$ cat config.mk
export PLATFORM = sky130hd
export DESIGN_NAME = semafor_directie
export DESIGN_NICKNAME = d
export VERILOG_FILES = /design/src/rtl/semafor_pkg.sv /design/src/rtl/tick_gen_sec.sv /design/src/rtl/semafor_directie.sv
export SDC_FILE = /design/constraint.sdc
export NUM_CORES = 1
export LEC_CHECK = 0
export ABC_AREA = 1
export BUFFER_PORTS_ARGS = -buffer_cell sky130_fd_sc_hd__buf_2
export CAP_MARGIN = 20
export CORE_MARGIN = 2
export CORE_UTILIZATION = 55
export CTS_CLUSTER_DIAMETER = 30
export CTS_CLUSTER_SIZE = 30
export DETAILED_ROUTE_END_ITERATION = 7
export GPL_ROUTABILITY_DRIVEN = 0
export PLACE_DENSITY = 0.71
export SYNTH_ARGS = -nofsm -noshare
export SYNTH_HDL_FRONTEND = slang
export SYNTH_SLANG_ARGS = --single-unit
export TNS_END_PERCENT = 1
$ cat constraint.sdc
create_clock -name clk -period 3.8 [get_ports clk]
set_input_delay 0.19 -clock clk [delete_from_list [all_inputs] [get_ports clk]]
set_output_delay 0.19 -clock clk [all_outputs]
set_load 0.03 [all_outputs]
$ cat src/rtl/semafor_pkg.sv
// Shared definitions for the vehicle and pedestrian light controllers:
// FSM state encoding and default timing constants.
package semafor_pkg;

    typedef enum logic [2:0] {
        IDLE,
        VERDE,
        GALBEN,
        ROSU_SIG,
        DONE
    } state_t;

    localparam int DEF_DIV_FACTOR_SEC         = 10000000;
    localparam int DEF_SECUNDE_VERDE          = 28;
    localparam int DEF_SECUNDE_GALBEN         = 3;
    localparam int DEF_SECUNDE_ROSU_SIGURANTA = 1;

    function automatic int max3(input int a, input int b, input int c);
        int m;
        m = (a > b) ? a : b;
        return (m > c) ? m : c;
    endfunction

endpackage

$ cat src/rtl/tick_gen_sec.sv
// One-second prescaler: tick is high during the last cycle of each
// DIV_FACTOR_SEC-cycle period; clr restarts the period from zero.
module tick_gen_sec
    import semafor_pkg::*;
#(
    parameter int DIV_FACTOR_SEC = DEF_DIV_FACTOR_SEC
) (
    input  logic clk,
    input  logic rst_n,
    input  logic clr,
    output logic tick
);

    localparam int CW = (DIV_FACTOR_SEC > 1) ? $clog2(DIV_FACTOR_SEC) : 1;
    localparam logic [CW-1:0] LAST = CW'(DIV_FACTOR_SEC - 1);

    logic [CW-1:0] cnt;

    always_ff @(posedge clk or negedge rst_n) begin
        if (!rst_n)
            cnt <= '0;
        else if (clr || cnt == LAST)
            cnt <= '0;
        else
            cnt <= cnt + 1'b1;
    end

    assign tick = (cnt == LAST);

endmodule

$ cat src/rtl/semafor_directie.sv
// Per-direction vehicle lamp controller: green -> yellow -> safety red -> done.
// Optional SEMAFOR_SERVICE_EN adds a service input that blinks yellow at 1 Hz.
module semafor_directie
    import semafor_pkg::*;
#(
    parameter int DIV_FACTOR_SEC         = DEF_DIV_FACTOR_SEC,
    parameter int SECUNDE_VERDE          = DEF_SECUNDE_VERDE,
    parameter int SECUNDE_GALBEN         = DEF_SECUNDE_GALBEN,
    parameter int SECUNDE_ROSU_SIGURANTA = DEF_SECUNDE_ROSU_SIGURANTA
) (
    input  logic clk,
    input  logic rst_n,
    input  logic enable,
    input  logic clear,
`ifdef SEMAFOR_SERVICE_EN
    input  logic service,
`endif
    output logic done,
    output logic verde,
    output logic galben,
    output logic rosu
);

    localparam int SW = $clog2(max3(SECUNDE_VERDE, SECUNDE_GALBEN, SECUNDE_ROSU_SIGURANTA) + 1);
    localparam logic [SW-1:0] V_LAST = SW'(SECUNDE_VERDE - 1);
    localparam logic [SW-1:0] G_LAST = SW'(SECUNDE_GALBEN - 1);
    localparam logic [SW-1:0] R_LAST = SW'((SECUNDE_ROSU_SIGURANTA > 0) ? SECUNDE_ROSU_SIGURANTA - 1 : 0);

    state_t        state;
    logic [SW-1:0] sec;
    logic [SW-1:0] sec_last;
    logic          tick;
    logic          phase_end;
    logic          clr;

`ifdef SEMAFOR_SERVICE_EN
    localparam int BW = (DIV_FACTOR_SEC > 1) ? $clog2(DIV_FACTOR_SEC) : 1;
    localparam logic [BW-1:0] BLINK_LAST = BW'(DIV_FACTOR_SEC - 1);
    localparam logic [BW-1:0] BLINK_HALF = BW'(DIV_FACTOR_SEC / 2);

    logic          in_service;
    logic [BW-1:0] blink_cnt;
    logic [BW-1:0] blink_nxt;
    logic          blink_on;

    // blink_cnt is the position within the current second; entry restarts at 0
    always_comb begin
        blink_nxt = '0;
        if (in_service)
            blink_nxt = (blink_cnt == BLINK_LAST) ? '0 : blink_cnt + 1'b1;
        blink_on = (blink_nxt < BLINK_HALF);
    end
`endif

    always_comb begin
        sec_last = '0;
        case (state)
            VERDE:    sec_last = V_LAST;
            GALBEN:   sec_last = G_LAST;
            ROSU_SIG: sec_last = R_LAST;
            default:  sec_last = '0;
        endcase
        phase_end = tick && (sec == sec_last);
        // Holding the prescaler cleared in IDLE/DONE aligns the next phase start
        clr = (state == IDLE) || (state == DONE) || clear || phase_end;
`ifdef SEMAFOR_SERVICE_EN
        clr = clr || service || in_service;
`endif
    end

    tick_gen_sec #(
        .DIV_FACTOR_SEC(DIV_FACTOR_SEC)
    ) u_tick (
        .clk  (clk),
        .rst_n(rst_n),
        .clr  (clr),
        .tick (tick)
    );

    always_ff @(posedge clk or negedge rst_n) begin
        if (!rst_n) begin
            state  <= IDLE;
            sec    <= '0;
            verde  <= 1'b0;
            galben <= 1'b0;
            rosu   <= 1'b1;
            done   <= 1'b0;
`ifdef SEMAFOR_SERVICE_EN
            in_service <= 1'b0;
            blink_cnt  <= '0;
`endif
        end else begin
            if (clr)
                sec <= '0;
            else if (tick)
                sec <= sec + 1'b1;
`ifdef SEMAFOR_SERVICE_EN
            in_service <= service;
            if (service) begin
                state     <= IDLE;
                verde     <= 1'b0;
                rosu      <= 1'b0;
                done      <= 1'b0;
                blink_cnt <= blink_nxt;
                galben    <= blink_on;
            end else if (in_service) begin
                // release cycle: park in IDLE before honouring enable
                state  <= IDLE;
                verde  <= 1'b0;
                galben <= 1'b0;
                rosu   <= 1'b1;
                done   <= 1'b0;
            end else
`endif
            if (clear) begin
                state  <= IDLE;
                verde  <= 1'b0;
                galben <= 1'b0;
                rosu   <= 1'b1;
                done   <= 1'b0;
            end else begin
                case (state)
                    IDLE: if (enable) begin
                        state <= VERDE;
                        verde <= 1'b1;
                        rosu  <= 1'b0;
                    end
                    VERDE: if (phase_end) begin
                        state  <= GALBEN;
                        verde  <= 1'b0;
                        galben <= 1'b1;
                    end
                    GALBEN: if (phase_end) begin
                        galben <= 1'b0;
                        rosu   <= 1'b1;
                        if (SECUNDE_ROSU_SIGURANTA == 0) begin
                            state <= DONE;
                            done  <= 1'b1;
                        end else begin
                            state <= ROSU_SIG;
                        end
                    end
                    ROSU_SIG: if (phase_end) begin
                        state <= DONE;
                        done  <= 1'b1;
                    end
                    DONE: state <= DONE;
                    default: begin
                        state  <= IDLE;
                        verde  <= 1'b0;
                        galben <= 1'b0;
                        rosu   <= 1'b1;
                        done   <= 1'b0;
                    end
                endcase
            end
        end
    end

endmodule
=== After elaboration in Yosys (flattened, before gate mapping) ===
Index checks and enable logic that the tools add are counted.

* Register bits after elaboration: 36
* Word-level logic and storage cells: 61
* Input port bits: 4

* Add/sub/neg operators: 2
* Reductions and logical operators: 16
* Eq/ne operators: 14
* Multiplexer cells: 22

{| class="wikitable"
|+ Operator list
! kind !! count
|-
| $add 24x1->24 const B || 1
|-
| $eq 24x24->1 const B || 1
|-
| $mux 24 || 1
|-
| $mux 3 || 5
|-
| $pmux 3 s5 || 1
|-
| $ne 3x3->1 const B || 4
|-
| $mux 5 || 2
|-
| $pmux 5 s2 || 1
|-
| $pmux 1 s3 || 3
|-
| $reduce_and 3->1 || 3
|-
| $reduce_or 3->1 || 3
|-
| $mux 1 || 8
|-
| $ne 2x1->1 const B || 4
|-
| $eq 3x2->1 const B || 2
|-
| $add 5x1->5 const B || 1
|-
| $eq 5x5->1 || 1
|-
| $logic_or 1x1->1 || 4
|-
| $reduce_and 4->1 || 1
|-
| $reduce_or 4->1 || 1
|-
| $eq 3x1->1 const B || 1
|-
| $eq 3x3->1 const B || 1
|-
| $logic_not 3->1 || 1
|-
| $pmux 1 s2 || 1
|-
| $reduce_and 2->1 || 1
|-
| other kinds (2) || 2
|}

=== Longest topological paths before layout ===
Gate-level depths: netlist (run 1).

* Depth in word-level cells: 7
* Depth in mapped cells: 12

=== Modules after synthesis ===
A second synthesis (run 1) with hierarchy kept.

* Cell total of the unflattened synthesis: 324
* Area total of the unflattened synthesis: 2298.5 um^2

{| class="wikitable"
|+ Modules (own cells, without submodules)
! module !! area each (um^2) !! cells each !! times used !! seq. area each (um^2)
|-
| tick_gen_sec || 1545.2 || 218 || 1 || 600.6
|-
| semafor_directie || 753.2 || 106 || 1 || 301.5
|}

=== Least setup slack after synthesis (run 1) ===
No wires, ideal clock.

* Kind: register to register
* From: reg u_tick.cnt[0]
* To: reg state[0]
* Clock period less this slack: 1.452 ns
* Data arrival time: 1.335 ns
* Required time: 3.683 ns
* Setup time: 0.117 ns
* Slack: 2.348 ns
* Cell stages (with the launch flop): 11
* Buffers on the path: 0
* Cells stage by stage: dfrtp_1 ha_1 nand3_1 nor2_1 nand2_1 nor2_1 nand2_2 nand3_2 nand3_2 nand2_1 nand2_1

* Longest elaborated chain between the ends: 4
* Elaborated cells on any way between the ends: 6
* Classes of those cells: eq/ne (4); reduce/logical (2)

{| class="wikitable"
|+ Ends and longest elaborated chain
! what !! line !! text
|-
| start: declaration || tick_gen_sec.sv:17 || <nowiki>logic [CW-1:0] cnt;</nowiki>
|-
| start signal: assignment || tick_gen_sec.sv:25 || <nowiki>cnt <= cnt + 1'b1;</nowiki>
|-
| $eq 24x24->1 (*) || tick_gen_sec.sv:28 || <nowiki>assign tick = (cnt == LAST);</nowiki>
|-
| $logic_and 1x1->1 (*) || semafor_directie.sv:63 || <nowiki>phase_end = tick && (sec == sec_last);</nowiki>
|-
| $ne 3x3->1 (no line) || - ||
|-
| $reduce_and 4->1 (no line) (*) || - ||
|-
| end signal: assignment || semafor_directie.sv:82 || <nowiki>state <= IDLE;</nowiki>
|-
| end signal: assignment || semafor_directie.sv:116 || <nowiki>state <= IDLE;</nowiki>
|-
| end signal: assignment || semafor_directie.sv:124 || <nowiki>state <= VERDE;</nowiki>
|-
| end: declaration || semafor_directie.sv:29 || <nowiki>state_t state;</nowiki>
|}

Mark *: on every way between the ends. The rest lies on a longest branch, timed or not.
A chain may end at the register's enable or synchronous reset.

=== Worst setup path in the final report (run 1) ===
* From: reg u_tick.cnt[0]
* To: reg u_tick.cnt[5]

* Longest elaborated chain between the ends: 5
* Elaborated cells on any way between the ends: 6
* Classes of those cells: add/sub (1); eq/ne (1); mux (1); reduce/logical (3)

{| class="wikitable"
|+ Ends and longest elaborated chain
! what !! line !! text
|-
| parallel branches: the longest is 4 deep, another holds $add 24x1->24 || - ||
|-
| $mux 24 (*) || tick_gen_sec.sv:22 || <nowiki>else if (clr || cnt == LAST)</nowiki>
|}

Every way passes the cells marked *.

==> run metrics, run 1 <==
CP Data Required Time 3970 ps; syn_area_per_cell 7.113 sq um; Worst setup SP type flip-flop; Mapped Area 2212 sq um; initial antenna violation count 0; hold crit path type in2async; clock tree sinks 36; # diodes 0; number of remaining DRC errors 0; multi-input logic area 1114 sq um; reg2reg setup slack 1840 ps; Mapped Cells 311; leading cell type in the layout, fill and taps excluded nand2_1; chip width 67.42 microns; post-route clock skew 5.722 ps; RSZ-0062 raised after global routing no; Post-DP HPWL 3484 microns; Crit Path Max Fanout 27; Setup CP Type reg2reg; synth unique cells 27; actual slew at the worst max-slew pin 781.7 ps; Reg2Reg Depth 8; fin crit share 51.52%; Pins Over Slew Limit 0; IO Port Bufs 7; Area Growth Syn to Fin 7.523%; DR vias 1928; f_max 510.7 MHz; Worst slew margin 47.88%; final setup fails 0; minimum clock period 1958 ps; number of fill cells 362; Via density 5.169; Initial Util 56.11%; gr ovfl total 0; cts bufs inserted 5; wire per inst 12.24 microns; Fin Setup TNS 0 ps; # nets final 328; peak supply drop 0.0001826 V; layout cells sized above 1 10.84%; antenna viol nets, final 0; Die Y 67.42 microns; Total GRT Usage 22.56%; io pins 8; syn nets 317; Clock Path Buffers 2; postcts setup bufs 0; cell area after layout 2379 sq um; htree depth 2; Power, Total 1036 uW; max cap viols 0; worst hold margin -27.76 ps; PwrDens 435.7 nW/um^2; CP Capture Type flip-flop; P_leak 0.001113 uW; vias in the first global route 1611; flops & latches, synth 36; core area 3943 sq um; Final Hold Vio Count 35; CTS tree yes; sequential share of the synthesized area 40.78%; global-route wire length before repair 7507 microns; # resized after CTS 0; worst skew pair latency 290 ps; routed wire length 4566 microns; Reg area 902.1 sq um; R2R Path Start u_tick.cnt[0]$_DFF_PN0_; status finished with violations; Die ar. 4545 sq um; drt pass-1 iters 4; clock root buffer clkbuf_8; failing checks hold timing; Clock transition at path regs 70 ps; largest net degree at the start of global routing 37; area post-placement 2286 sq um; synth warn 0; most frequent cells in the layout nand2_1, nor2_1, inv_1; DR iter-0 viols 188; Rows 23; RR Endpoint u_tick.cnt[5]$_DFF_PN0_; post-cts hold buffer count 0; CP arrival 2130 ps
## where the power goes
part / internal, uW / total (uW) / switching (uW)
clock network: 144 / 279 / 135
logic: 90.3 / 304 / 214
registers: 421 / 453 / 32.6
total: 655 / 1040 / 381
## flip-flops by register name, indices dropped and copies added, names as in the netlist
| register | flops |
|---|---|
| done | 1 |
| rosu | 1 |
| galben | 1 |
| sec | 5 |
| u_tick.cnt | 24 |
| state | 3 |
| verde | 1 |
## kinds of logic after synthesis
| group | count (synthesis) | synth area share, % |
|---|---|---|
| buffers and inverters | 49 | 8.880 |
| and+or+nand+nor | 189 | 38.92 |
| AOI/OAI and AO/OA | 22 | 5.147 |
| DFF | 36 | 40.78 |
| adders and majority gates | 2 | 1.131 |
| xor gates and xnor gates | 13 | 5.147 |
## layer usage
| metal | up-vias | part of all wire (%) | GRT usage (%) |
|---|---|---|---|
| li1 | 1005 | - | - |
| met1 | 865 | 50 | 33.51 |
| met2 | 52 | 42 | 32.43 |
| met3 | 6 | 6.0 | 5.000 |
| met4 | 0 | 1.5 | 7.398 |
| met5 | - | 0 | 0 |
## worst max path at each step
| stage | startpoint | endpoint | slack (ps) | depth (start not counted) |
|---|---|---|---|---|
| after floorplan | u_tick.cnt[0]$_DFF_PN0_ | state[0]$_DFFE_PN0P_ | 2350 | 10 |
| after global placement | u_tick.cnt[0]$_DFF_PN0_ | u_tick.cnt[5]$_DFF_PN0_ | 1880 | 8 |
| after detailed placement | u_tick.cnt[0]$_DFF_PN0_ | u_tick.cnt[5]$_DFF_PN0_ | 1820 | 8 |
| after CTS | u_tick.cnt[0]$_DFF_PN0_ | u_tick.cnt[5]$_DFF_PN0_ | 1820 | 8 |
| after global routing | u_tick.cnt[0]$_DFF_PN0_ | u_tick.cnt[11]$_DFF_PN0_ | 1680 | 8 |
| final | u_tick.cnt[0]$_DFF_PN0_ | u_tick.cnt[5]$_DFF_PN0_ | 1840 | 8 |
## Yosys cell counts (all sizes together)
library cell,instances,area (sq um)
nand2,71,281.5
nor2,64,250.2
inv,46,172.7
dfrtp,35,875.8
nand3,23,130.1
nor3,18,116.4
xor2,12,105.1
nand4,11,68.82
o21ai,11,55.05
a21oi,8,40.04
buf,3,23.77
a31oi,2,12.51
ha,2,25.02
dfstp,1,26.28
nor3b,1,7.510
o22ai,1,6.260
or2,1,6.260
xnor2,1,8.760
## per-stage QoR
step | hold slack, ps | setup slack (ps) | instances | utilization (%)
floorplan | -105.6 | 2348 | 311 | -
detailed placement | 325.0 | 1821 | 365 | 57.98
global placement | 319.6 | 1880 | 365 | 57.98
CTS | 10.98 | 1816 | 373 | 60.33
finish | -27.76 | 1842 | 373 | 60.33
global route | 56.46 | 1681 | 373 | 60.33
## critical path, stage by stage, from the launching register on
cell     delay [ps]
dfrtp_1         370
ha_1            210
nand3_1         170
nor2_1          180
nand3_1         110
nand2_2         400
inv_1           210
o21ai_0         120
a21oi_1          60
## final cells by class
| class | instances | share of cell area (%) |
|---|---|---|
| Clock inverter | 2 | 0.4208 |
| Timing Repair Buffer | 7 | 1.473 |
| Multi-Input combinational cell | 226 | 46.82 |
| Clock buffer | 6 | 3.472 |
| Inverter | 46 | 7.259 |
| Tap cell | 50 | 2.630 |
| Sequential cell | 36 | 37.93 |
No activity file was read; power rests on OpenSTA's default activity.
==> run 2: changes to the inputs <==
Settings changed: ABC_AREA 1 to 0, CORE_UTILIZATION 55 to 54, PLACE_DENSITY 0.71 to 0.73.
Clock period 3.8 ns to 1.64 ns, I/O delays scaled along.
==> run 2 against run 1 <==
- the run ends with setup timing left
- design area up 0.84%
- die area shrank 12%
- worst setup slack worse by 2000 ps
- routed wire length shrank 4.8%
- worst hold slack gained 84 ps
- clock power grew 80%
- sequential share of layout area down 0.32 points
==> run metrics, run 2 <==
status finished with violations; failing checks setup timing; cts bufs inserted 5 (unchanged); syn nets 206 (-35%); Clk pwr share 32.9% (+5.9 points); Final Hold Vio Count 0 (-100%); routed wire length 4345 microns (-4.8%); sequential power share 59.2% (+16 points); P_leak 0.001135 uW (+2.0%); layout cells sized above 1 28.51% (+18 points); sequential share of the synthesized area 47.72% (+6.9 points); wire per inst 14.73 microns (+20%); Setup CP Type reg2reg; Net Sw Frac 24.99% (-12 points); minimum clock period 1848 ps (-110.4 ps); Synth top area share 46.33% (+6.7 points); largest net degree at the start of global routing 37 (unchanged); Synth area leader dfrtp_1; CP bufs+invs 0 (-1); Final WS setup -207.5 ps (-2050 ps); most frequent cell after synthesis dfrtp_1; Post-synth top cells dfrtp_1, nor2_1, xor2_1; slowest stage cell, crit path or4_1; DR vias 1652 (-14%); gr ovfl total 0 (unchanged); flops & latches, synth 36 (unchanged); Sw Pwr 381.1 uW (about the same); max cap viols 0 (unchanged); Largest Register u_tick.cnt; P_int 1144 uW (+75%); f_max 541.3 MHz (+6.0%); Post-DP HPWL 3130 microns (-10%); io pins 8 (unchanged); peak supply drop 0.0005442 V (+200%); Combinational Power Share 7.9% (-21 points); Rows 21 (-8.7%); Setup WS pre-CTS -246.8 ps (-2068 ps); chip width 63.17 microns (-6.3%); CP Data Required Time 1910 ps (-2060 ps); top flop regs u_tick.cnt (24), sec (5), state (3); Pins Over Slew Limit 0 (unchanged); final setup fails 31 (+31); hold crit path type in2reg; vias in the first global route 1747 (+8.4%); Crit Path Max Fanout 7 (-74%); CP arrival 2120 ps (about the same); cell family with most CP delay simple AND/OR/NAND/NOR gates; Area Growth Syn to Fin 26.87%; global-route wire length before repair 7562 microns (+0.73%); actual slew at the worst max-slew pin 459.5 ps (-322.2 ps); Die Y 63.17 microns (-6.3%); Synth area leaders dfrtp_1, xor2_1, nor2_1; CP Capture Type flip-flop; Mapped Cells 200 (-36%); number of synthesized flops with an enable pin 0 (unchanged); worst hold margin 56.38 ps (+84.14 ps); CTS tree yes; PwrDens 635.6 nW/um^2 (+46%); most frequent cells in the layout buf_4, dfrtp_1, nor2_1; Top FF cell, synth dfrtp_1; RSZ-0062 raised after global routing yes; Die ar. 3990 sq um (-12%); fin crit share 112.7% (+61 points); synth warn 0 (unchanged); number of remaining DRC errors 0 (unchanged); # nets final 254 (-23%); Clock Path Buffers 2 (unchanged); Worst setup SP type flip-flop; Largest register FFs 24 (unchanged); Via density 5.600 (+8.3%); IO Port Bufs 7 (unchanged); worst skew pair latency 340 ps (+50 ps); clock tree sinks 36 (unchanged); # diodes 0 (unchanged); DR iter-0 viols 125 (-34%); Mapped Area 1891 sq um (-15%); antenna viol nets, final 0 (unchanged); core area 3337 sq um (-15%); crit path cell chain nor4b_2 -> nand4_1 -> or3_4 -> or4_1 -> a21oi_1; Clock transition at path regs 110 ps (+40 ps); leading cell type in the layout, fill and taps excluded buf_4; syn_area_per_cell 9.453 sq um (+33%); Initial Util 56.66% (+0.55 points); initial antenna violation count 0 (unchanged); Worst slew margin 69.36% (+21 points); clock root buffer clkbuf_4; htree depth 2 (unchanged); critical path's largest stage delay 420 ps (+20 ps); Total GRT Usage 23.99% (+1.4 points); post-route clock skew 5.236 ps (-0.4859 ps); number of fill cells 273 (-25%); drt pass-1 iters 4 (unchanged); reg2reg setup slack -210 ps (-2050 ps); fraction of registers with async set/reset 100.0% (unchanged); synth unique cells 39 (+44%); post-layout util 71.88% (+12 points)
-- run 2: metal layers --
metal  wire length [microns]  up-vias  GRT usage (%)
met3                     158        6          5.000
met2                    2199       40          40.29
met5                       0        -              0
met4                      49        0          7.880
li1                        -      796              -
met1                    1938      810          31.07
-- run 2: what timing repair did --
action	CTS	global route
hold endpoints to repair	35	0
endpoints found under the setup margin	34	34
setup buffers	1	0
gates resized for setup	9	1
pin swaps	5	2
hold buffers	1	0
-- run 2: path summary, 6_finish.rpt --
kind,cells past startpoint,to,from
setup / recovery,5,sec[3]$_DFFE_PN0N_,u_tick.cnt[16]$_DFF_PN0_
hold / removal,2,rosu$_DFFE_PN1P_,clear
setup reg to reg,5,sec[3]$_DFFE_PN0N_,u_tick.cnt[16]$_DFF_PN0_
hold reg to reg,2,u_tick.cnt[23]$_DFF_PN0_,u_tick.cnt[23]$_DFF_PN0_
max in group asynchronous,3,rosu$_DFFE_PN1P_,rst_n
min in group asynchronous,3,u_tick.cnt[17]$_DFF_PN0_,rst_n
-- run 2: kinds of logic (layout without fill, tap and decap cells) --
| group | after synthesis | in the layout | synth area share, % |
|---|---|---|---|
| muxes | 3 | 3 | 1.588 |
| adders and majority gates | 2 | 2 | 1.323 |
| AOI/OAI and AO/OA | 23 | 23 | 7.876 |
| xor gates and xnor gates | 23 | 23 | 10.66 |
| DFF | 36 | 36 | 47.72 |
| buffers and inverters | 12 | 61 | 2.448 |
| and+or+nand+nor | 101 | 101 | 28.39 |
-- run 2: area by class of cell --
type / instances / area [sq um] / area share (%)
multi-input combinational: 152 / 989.7 / 41.26
sequential: 36 / 902.1 / 37.61
timing repair buffer: 50 / 376.6 / 15.70
tap: 46 / 57.56 / 2.400
clock buffer: 6 / 51.30 / 2.139
inverter: 3 / 11.26 / 0.4695
clock inverter: 2 / 10.01 / 0.4173
-- run 2: through the flow --
step	TNS [ps]	cell area [sq um]	total power, uW	cells
2_1_floorplan	-2810	1897	980.7	200
3_3_place_gp	-1748	2272	1031	285
3_5_place_dp	-3722	2272	1036	285
4_1_cts	-2147	2399	1538	295
5_1_grt	-5060	2399	1582	295
6_report	-1846	2399	1525	295
-- run 2: power by group through the flow --
stage                     sequential, uW  combinational, uW  clock, uW
after CTS                            903                122        514
after global routing                 904                133        546
after floorplan                      928               52.5          0
after detailed placement             920                116          0
after global placement               919                112          0
final                                903                121        501
==> run 3: changes to the inputs <==
Settings changed: BUFFER_PORTS_ARGS -buffer_cell sky130_fd_sc_hd__buf_2 to not set, CORE_UTILIZATION 54 to 55, DONT_BUFFER_PORTS set to 1, PLACE_DENSITY 0.73 to 0.7, RECOVER_POWER set to 25.
==> run 3 against run 2 <==
- the flow still finishes with violations (setup timing)
- first-iteration DRC count grew 48%
- sequential share of layout area increased by 0.48 points
- sequential cell count stayed put
- critical endpoint unchanged
==> run metrics, run 3 (same netlist as run 2, synthesis figures left out) <==
status finished with violations; number of remaining DRC errors 0 (unchanged); DR iter-0 viols 185 (+48%); Post-DP HPWL 3082 microns (-1.5%); Die ar. 3923 sq um (-1.7%); Setup CP Type reg2reg; P_int 1141 uW (-0.25%); actual slew at the worst max-slew pin 890.8 ps (+431.2 ps); Via density 5.720 (+2.1%); Setup WS pre-CTS -236.4 ps (+10.40 ps); drt pass-1 iters 4 (unchanged); f_max 536.9 MHz (-0.82%); CP arrival 2150 ps (+30 ps); # nets final 248 (-2.4%); Clock transition at path regs 110 ps (about the same); Clk pwr share 33.1% (+0.2 points); hold crit path type in2reg; CP Data Required Time 1930 ps (+20 ps); Die Y 62.63 microns (-0.85%); initial antenna violation count 0 (unchanged); vias in the first global route 1696 (-2.9%); Rows 21 (unchanged); top flop regs u_tick.cnt (24), sec (5), state (3); routed wire length 4419 microns (+1.7%); max cap viols 0 (unchanged); minimum clock period 1863 ps (+15.20 ps); antenna viol nets, final 0 (unchanged); Sw Pwr 381.1 uW (about the same); RSZ-0062 raised after global routing yes; wire per inst 15.29 microns (+3.8%); layout cells sized above 1 25.93% (-2.6 points); CTS tree yes; DR vias 1653 (+0.061%); Clock Path Buffers 2 (unchanged); clock tree sinks 36 (unchanged); Area Growth Syn to Fin 25.28%; fin crit share 113.6% (+0.93 points); worst skew pair latency 350 ps (about the same); Worst setup SP type flip-flop; gr ovfl total 0 (unchanged); chip width 62.63 microns (-0.85%); CP Capture Type flip-flop; # diodes 0 (unchanged); post-route clock skew 17.49 ps (+12.26 ps); core area 3311 sq um (-0.79%); final setup fails 34 (+9.7%); Crit Path Max Fanout 6 (-1); htree depth 2 (unchanged); leading cell type in the layout, fill and taps excluded buf_4; most frequent cells in the layout buf_4, dfrtp_1, nor2_1; largest net degree at the start of global routing 37 (unchanged); placed insts 277 (-2.8%); io pins 8 (unchanged); global-route wire length before repair 7831 microns (+3.6%); peak supply drop 0.0003676 V (-32%); Combinational Power Share 6.8% (-1.1 points); IO Port Bufs 0 (-7); fin cells 289 (-2.0%); Worst slew margin 40.61% (-29 points); Total GRT Usage 25.99% (+2.0 points); cts bufs inserted 5 (unchanged); Largest register FFs 24 (unchanged); PwrDens 642.5 nW/um^2 (+1.1%); sequential power share 60.0% (+0.8 points); Net Sw Frac 25.04% (+0.049 points); Final WS setup -222.7 ps (-15.20 ps); Power, Total 1522 uW (-0.19%); Final Hold Vio Count 0 (unchanged); Initial Util 57.11% (+0.45 points); clock root buffer clkbuf_4; failing checks setup timing; P_leak 0.001123 uW (-1.1%); Largest Register u_tick.cnt; Pins Over Slew Limit 0 (unchanged)
[run 3: what timing repair did]
action | CTS | global route
hold buffers | 3 | 0
gates cloned | 0 | 0
gates resized for setup | 9 | 1
pin swaps | 7 | 3
buffers inserted | 0 | 1
endpoints found under the hold margin | 43 | 0
endpoints found under the setup margin | 35 | 35
[run 3: critical path: stages, from the launching register on]
cell     delay (ps)
dfrtp_1         410
nor4b_2         290
nand4_1         170
or3_4           390
or4_1           410
a21oi_1         130
[run 3: final cells by class]
type / instances / area (sq um)
clock buffer: 6 / 51.30
clock inverter: 2 / 10.01
fill: 263 / 942.2
inverter: 3 / 11.26
multi-input combinational: 152 / 983.4
sequential: 36 / 902.1
tap: 46 / 57.56
timing repair buffer: 44 / 352.8
[run 3: per-stage QoR]
step / setup TNS, ps / utilization, % / cell area (sq um) / hold slack [ps]
3_3_place_gp: -1021 / 67.35 / 2230 / -212.8
2_1_floorplan: -2810 / - / 1897 / -213.6
6_report: -2989 / 71.54 / 2369 / 45.82
4_1_cts: -2448 / 71.66 / 2372 / 39.32
3_5_place_dp: -3845 / 67.35 / 2230 / -212.7
5_1_grt: -5532 / 71.54 / 2369 / 50.81
[run 3: worst paths after layout]
path	slack, ps	cells after the start	endpoint	startpoint
max	-220	5	sec[3]$_DFFE_PN0N_	u_tick.cnt[13]$_DFF_PN0_
min	50	2	sec[1]$_DFFE_PN0N_	clear
max reg2reg	-220	5	sec[3]$_DFFE_PN0N_	u_tick.cnt[13]$_DFF_PN0_
min reg2reg	570	2	u_tick.cnt[0]$_DFF_PN0_	u_tick.cnt[0]$_DFF_PN0_
max in group asynchronous	680	2	u_tick.cnt[2]$_DFF_PN0_	rst_n
min in group asynchronous	390	2	u_tick.cnt[18]$_DFF_PN0_	rst_n
[run 3: routing by layer]
metal | part of all wire [%] | up-vias | track usage (%)
met5 | 0 | - | 0
met4 | 1.6 | 0 | 11.11
met3 | 3.8 | 6 | 6.667
met2 | 52 | 37 | 42.34
met1 | 43 | 823 | 32.90
li1 | - | 787 | -
[run 3: power by group through the flow]
stage | registers (uW) | logic, uW | clock network (uW)
after floorplan | 928 | 52.5 | 0
after global placement | 930 | 74.9 | 0
after detailed placement | 931 | 77.7 | 0
after CTS | 913 | 109 | 516
after global routing | 915 | 117 | 555
final | 914 | 104 | 504
